[config.mk]
export PLATFORM = sky130hd
export DESIGN_NAME = instr_fetch
export DESIGN_NICKNAME = d
export VERILOG_FILES = /design/src/rtl/riscv_pkg.sv /design/src/rtl/instr_fetch.sv
export SDC_FILE = /design/constraint.sdc
export NUM_CORES = 1
export LEC_CHECK = 0
export CAP_MARGIN = 5
export CORE_AREA = 2 2 137 139
export DETAILED_ROUTE_END_ITERATION = 12
export DIE_AREA = 0 0 139 141
export GPL_TIMING_DRIVEN = 0
export PLACE_DENSITY = 0.77
export SETUP_SLACK_MARGIN = 0.4
export SYNTH_ARGS = -nofsm -noshare
export SYNTH_HDL_FRONTEND = slang
export SYNTH_SLANG_ARGS = --single-unit
[constraint.sdc]
create_clock -name clk -period 2.5 [get_ports clk]
set_input_delay 0.625 -clock clk [delete_from_list [all_inputs] [get_ports clk]]
set_output_delay 0.625 -clock clk [all_outputs]
set_load 0.03 [all_outputs]
[src/rtl/riscv_pkg.sv]
// Shared RV64 decode constants and the instruction-fetch state encoding.
// Pure definitions; no latency or flow control of its own.
package riscv_pkg;

   localparam logic [6:0]  OPC_RTYPE  = 7'b0110011;
   localparam logic [6:0]  OPC_LOAD   = 7'b0000011;
   localparam logic [6:0]  OPC_STORE  = 7'b0100011;
   localparam logic [6:0]  OPC_BRANCH = 7'b1100011;
   localparam logic [31:0] INSTR_NOP  = 32'h00000013;

   typedef enum logic [1:0] {
      REQ  = 2'd0,
      WAIT = 2'd1,
      HOLD = 2'd2
   } fetch_state_t;

endpackage

[src/rtl/instr_fetch.sv]
// Fetch stage: PC owner, one outstanding imem request, holds the instruction for decode.
// Best case gnt->if_valid is 2 cycles; decode stalls with if_ready=0 and fetch waits in HOLD.
module instr_fetch
   import riscv_pkg::*;
#(
   parameter int               XLEN     = 64,
   parameter logic [XLEN-1:0]  RESET_PC = '0
) (
   input  logic             clk,
   input  logic             rst,
   output logic             imem_req,
   output logic [XLEN-1:0]  imem_addr,
   input  logic             imem_gnt,
   input  logic             imem_rvalid,
   input  logic [31:0]      imem_rdata,
   output logic             if_valid,
   input  logic             if_ready,
   output logic [31:0]      if_instr,
   output logic [6:0]       if_opcode,
   output logic [XLEN-1:0]  if_pc,
   input  logic             redirect_valid,
   input  logic [XLEN-1:0]  redirect_pc
);

   fetch_state_t     state_q, state_d;
   logic [XLEN-1:0]  pc_q, pc_d;
   logic             kill_q, kill_d;
   logic [31:0]      if_instr_q, if_instr_d;
   logic [XLEN-1:0]  if_pc_q, if_pc_d;

   always_comb begin
      state_d    = state_q;
      pc_d       = pc_q;
      kill_d     = kill_q;
      if_instr_d = if_instr_q;
      if_pc_d    = if_pc_q;

      case (state_q)
         REQ: begin
            if (imem_gnt) begin
               state_d = WAIT;
               kill_d  = redirect_valid;
            end
         end
         WAIT: begin
            if (imem_rvalid) begin
               // A response belonging to a redirected-away path is dropped.
               if (kill_q || redirect_valid) begin
                  state_d = REQ;
                  kill_d  = 1'b0;
               end else begin
                  state_d    = HOLD;
                  if_instr_d = imem_rdata;
                  if_pc_d    = pc_q;
               end
            end else if (redirect_valid) begin
               kill_d = 1'b1;
            end
         end
         HOLD: begin
            if (redirect_valid) begin
               state_d = REQ;
            end else if (if_ready) begin
               state_d = REQ;
               pc_d    = pc_q + XLEN'(4);
            end
         end
         default: state_d = REQ;
      endcase

      if (redirect_valid) begin
         pc_d = {redirect_pc[XLEN-1:2], 2'b00};
      end
   end

   always_ff @(posedge clk) begin
      if (rst) begin
         state_q    <= REQ;
         pc_q       <= RESET_PC;
         kill_q     <= 1'b0;
         if_instr_q <= '0;
         if_pc_q    <= RESET_PC;
      end else begin
         state_q    <= state_d;
         pc_q       <= pc_d;
         kill_q     <= kill_d;
         if_instr_q <= if_instr_d;
         if_pc_q    <= if_pc_d;
      end
   end

   // Gated by rst so no request escapes while memory is being reset alongside us.
   assign imem_req  = (state_q == REQ) && !rst;
   assign imem_addr = pc_q;
   assign if_valid  = (state_q == HOLD);
   assign if_instr  = if_instr_q;
   assign if_opcode = if_instr_q[6:0];
   assign if_pc     = if_pc_q;

endmodule

---- Word-level counts from Yosys, hierarchy flattened ----
Cells that the tools add are included.
cells by class
  bitwise gates (word level) .............. 1
  multiplexer cells ....................... 14
  reductions and logical operators ........ 13
  equality and inequality tests ........... 7
  add/subtract/negate cells ............... 1
operator list
  kind                     number
  $mux W64                 3
  $add A64 B3 Y64 const B  1
  $mux W2                  5
  $ne A3 B3 Y1 const B     2
  $pmux W2 S3              1
  $reduce_and A3 Y1        2
  $reduce_bool A2 Y1       3
  $mux W1                  4
  $ne A2 B2 Y1 const B     2
  $reduce_and A2 Y1        2
  $reduce_and A4 Y1        1
  $ne A3 B1 Y1 const B     1
  $eq A2 B1 Y1 const B     1
  $eq A2 B2 Y1 const B     1
  $logic_not A2 Y1         1
  $pmux W1 S2              1
  $reduce_or A2 Y1         1
  $logic_and A1 B1 Y1      1
  $logic_not A1 Y1         1
  $logic_or A1 B1 Y1       1
  $not A1 Y1               1
word-level totals
  output and inout port bits .............. 169
  input port bits ......................... 102
  bits in registers ....................... 163

---- Depth between registers and ports, before layout ----
  depth after elaboration ................. 4
  mapped depth ............................ 8
  depth with buffers taken out ............ 6

---- Worst setup path before layout ----
No wires, ideal clock.
  kind .................................... register -> register
  from .................................... register pc_q[9] (netlist: imem_addr[9])
  to ...................................... register pc_q[58] (netlist: imem_addr[58])
  buffers on the path ..................... 3
  setup time .............................. 0.112 ns
  period minus slack after synthesis ...... 2.679 ns
  data required time ...................... 2.388 ns
  slack ................................... -0.179 ns
  data arrival time ....................... 2.567 ns
  cell stages (with the launch flop) ...... 9
  cells stage by stage .................... dfxtp_1 buf_2 nand4_1 or3_1 clkbuf_1 or4_1 clkbuf_1 or3_1 a2111oi_1
between the ends
  word-level cells in the longest chain between the ends .. 4
ends and longest elaborated chain
  element                 line               RTL
  start, declared         instr_fetch.sv:26  logic [XLEN-1:0] pc_q, pc_d;
  start signal, assigned  instr_fetch.sv:85  pc_q <= pc_d;
  $add A64 B3 Y64         instr_fetch.sv:65  pc_d = pc_q + XLEN'(4);
  $mux W64                instr_fetch.sv:63  end else if (if_ready) begin
  $mux W64                instr_fetch.sv:38  case (state_q)
  $mux W64                instr_fetch.sv:71  if (redirect_valid) begin
No other way between the ends. The select of a mux whose other input is x is not followed.
A chain may end at the register's enable or synchronous reset.

---- Worst setup path in the final report ----
  from .................................... input if_ready
  to ...................................... register pc_q[47] (netlist: imem_addr[47])
between the ends
  word-level cells in the longest chain between the ends .. 2
ends and longest elaborated chain
  element                       line               RTL
  start, declared               instr_fetch.sv:17  input logic if_ready,
  $reduce_bool A2 Y1 (no line)  --
  $reduce_and A2 Y1 (no line)   --
No other way between the ends.

==> results.cfg <==
[outcome]
status = finished clean

[detailed_routing]
dr.pass1.iters = 6
ant_nets = 0
wl_mm = 28.0
drt-initial-drc-count = 690
remaining_drc_errors = 0
vias_per_cell = 5.48
post_drt_wl_per_cell_microns = 18.3
vias = 8366

[hold_path]
hold_start = if_pc[52]$_SDFFE_PP0P_
hold_path_depth = 2
hp-class = register to register
whs_endpoint = if_pc[52]$_SDFFE_PP0P_

[setup_path]
path_cells = dlygate4sd2_1, nand3b_4, or3_4, buf_8, buf_6, buf_6, or4b_4, clkbuf_16, nor4b_2, a2111oi_0
r2r_slack_ps = 30
critPathKind = input port to register
critPathLaunchType = input port
path_buf_inv = 5
worstPathRequired_ps = 2770
crit_slowest_cell = or4b_4
timing.rr.start = imem_addr[9]$_SDFFE_PP0P_
critPathTopFamily = simple AND/OR/NAND/NOR gates
reg2regPathDepth = 9
crit_path_end_kind = register
worst-path-max-fanout = 7
cp_slowest_stage_delay_ps = 480
path_common_cell = buf_6
crit_arrival_ps = 2740
r2r-end = imem_addr[46]$_SDFFE_PP0P_

[layout]
final_common_cell = nand2_1
drive_above_1_share_pct = 18.6
n_antenna_cell = 0
final_util_pct = 66.2
area_growth_pct = 65.0
layout_common_cells = 225 x nand2_1, 156 x clkdlybuf4s50_1, 123 x dfxtp_1
finalNetCount = 1385
fin_cells = 1528

[placed_design]
dp_hpwl_mm = 19.5
finalWeightedCongestion = 0.909
dp_slack_ps = -973
place_inst = 1450
io_buffers = 263

[global_route]
grt_use_total_pct = 26.8
grt_max_degree = 17
antenna_found_initial = 0
grt_pass1_wl_mm = 41.8
first_global_vias = 7664
gr-total-overflow = 0

[synth]
synth_largest_area_cell = dfxtp_1
synthArstFlopShare_pct = 0
synth_area_leaders = dfxtp_1 43%, nand2_1 12%, a21oi_1 7.0%, clkbuf_1 3.3%, nor2_1 3.2%
synth_top_area_share_pct = 43.5
synth_edf_count = 0
seq_area_frac_synth_pct = 43.5
ys_warn_count = 0
synth_top_flop_cell = dfxtp_1
synthCells = 950
ys_ff_latch = 159
avgSynthCellArea_sq_um = 7.71
synth_cell_types = 49
syn_area_sq_mm = 0.00732

[floorplanning]
fp.dieW_microns = 139
die_y_microns = 141
rows = 50
dieArea_sq_mm = 0.0196
start_util_pct = 40.1
num_io_pins = 271
coreArea_sq_mm = 0.0183

[timing]
slew_headroom_pct = 37.2
fmax_mhz = 405
worstMarginPinSlew_ps = 942
fin_crit_ps = 2470
rsz0062_at_grt = yes
timing.final.crit_share_pct = 98.7
clock-skew-final_ps = 8.98
drv_slew = 0
hold_violations = 0
setup_viol = 0
fin_ws_ps = 32.4

[job]
drv_cap = 0

[clock_network]
clock_path_buffers = 2
clock_sinks = 159
cts-htree-levels = 4
clkTransAtPathRegs_ps = 60
cts_tree = yes
clockRootBuffer = clkbuf_16
cts_buffers = 17
clk_latency_ps = 430

[pwr]
p_leak_nw = 5.19
p_per_area_mw_per_mm2 = 525
vdd_drop_max_mv = 0.471
metrics by stage:
| step | hold WS, ps | instance area [sq um] | total power [W] | setup TNS (ps) |
|---|---|---|---|---|
| finish | 454 | 12100 | 0.00634 | 0 |
| global route | 470 | 12100 | 0.00654 | -93.7 |
| CTS | 454 | 11400 | 0.00632 | 0 |
| detailed placement | 445 | 10500 | 0.00374 | -79190 |
| global placement | 441 | 10500 | 0.00373 | -72350 |
| floorplan | 488 | 7530 | 0.00326 | 0 |
cells by family after synthesis:
group	after synthesis	share of synthesized area, %
flip-flops	159	43.5
buffers and inverters	98	5.95
XOR/XNOR	26	3.11
adder cells (fa/ha/maj)	1	0.171
other	1	0.0512
AO/OA/AOI/OAI	188	15.8
multiplexers	3	0.410
AND/OR/NAND/NOR	474	31.0
layer usage:
metal	GRT usage, %	wire length [microns]	up-vias
met5	0	0	-
met4	9.52	762	0
met3	6.35	2050	52
met2	43.7	13300	348
met1	34.9	11900	3969
li1	-	-	3997
area by class of cell:
cell class / count / area, sq um
inverters: 14 / 52.6
clock inverters: 8 / 77.6
plain buffers: 84 / 572
clock buffers: 23 / 520
flip-flops and latches: 159 / 3260
well taps: 234 / 293
fillers: 1532 / 6180
repair buffers: 310 / 3030
multi-input cells: 696 / 4280
power breakdown:
part	switching (W)	leakage [nW]	internal, W
clock	0.00107	0.291	0.00156
combinational	0.000527	3.58	0.000405
sequential	0.000150	1.31	0.00263
state kept, by name (all words and copies together), names as in the netlist:
register	count
if_pc	62
imem_addr	62
if_instr	32
state_q	2
kill_q	1
worst max path at each step:
| stage | depth (start not counted) | endpoint | start |
|---|---|---|---|
| 4_1_cts | 8 | imem_addr[58]$_SDFFE_PP0P_ | imem_addr[9]$_SDFFE_PP0P_ |
| 6_report | 10 | imem_addr[47]$_SDFFE_PP0P_ | if_ready |
| 3_3_place_gp | 7 | imem_addr[55]$_SDFFE_PP0P_ | if_ready |
| 2_1_floorplan | 6 | imem_addr[39]$_SDFFE_PP0P_ | if_ready |
| 5_1_grt | 5 | imem_addr[46]$_SDFFE_PP0P_ | imem_addr[39]$_SDFFE_PP0P_ |
| 3_5_place_dp | 7 | imem_addr[45]$_SDFFE_PP0P_ | if_ready |
synthesized netlist by cell type, types with 2 or more instances:
cell       number
o31ai_1         7
o21ai_0        16
or4_1          15
nand2b_1        2
nor2b_1         8
nor3_1         23
nor2_1         63
nand2_1       225
clkbuf_1       64
nor3b_1         7
nor4_1         14
nand4_1        27
a21oi_1       102
or3_1          20
nor4b_1         4
buf_1           3
nor4bb_1        2
o211ai_1        3
inv_1          13
mux2i_1         3
buf_6           3
and4_1          6
and3_1         19
a2111oi_0       8
buf_4          11
a311oi_1       22
xnor2_1        21
and2_1          5
nand3_1        28
dfxtp_1       159
a211oi_1       23
buf_2           3
xor2_1          5
worst min-delay path, stage by stage (launching register included):
cell and delay (ps):
dfxtp_1 310, nand2_1 50, a21oi_1 50
what timing repair did:
action	4_1_cts	5_1_grt
setup buffers	17	30
hold buffers	0	0
endpoints found under the hold margin	0	0
pin swaps	31	63
endpoints found under the setup margin	230	144
resized for setup	170	132
Power figures use the tool's default switching activity.
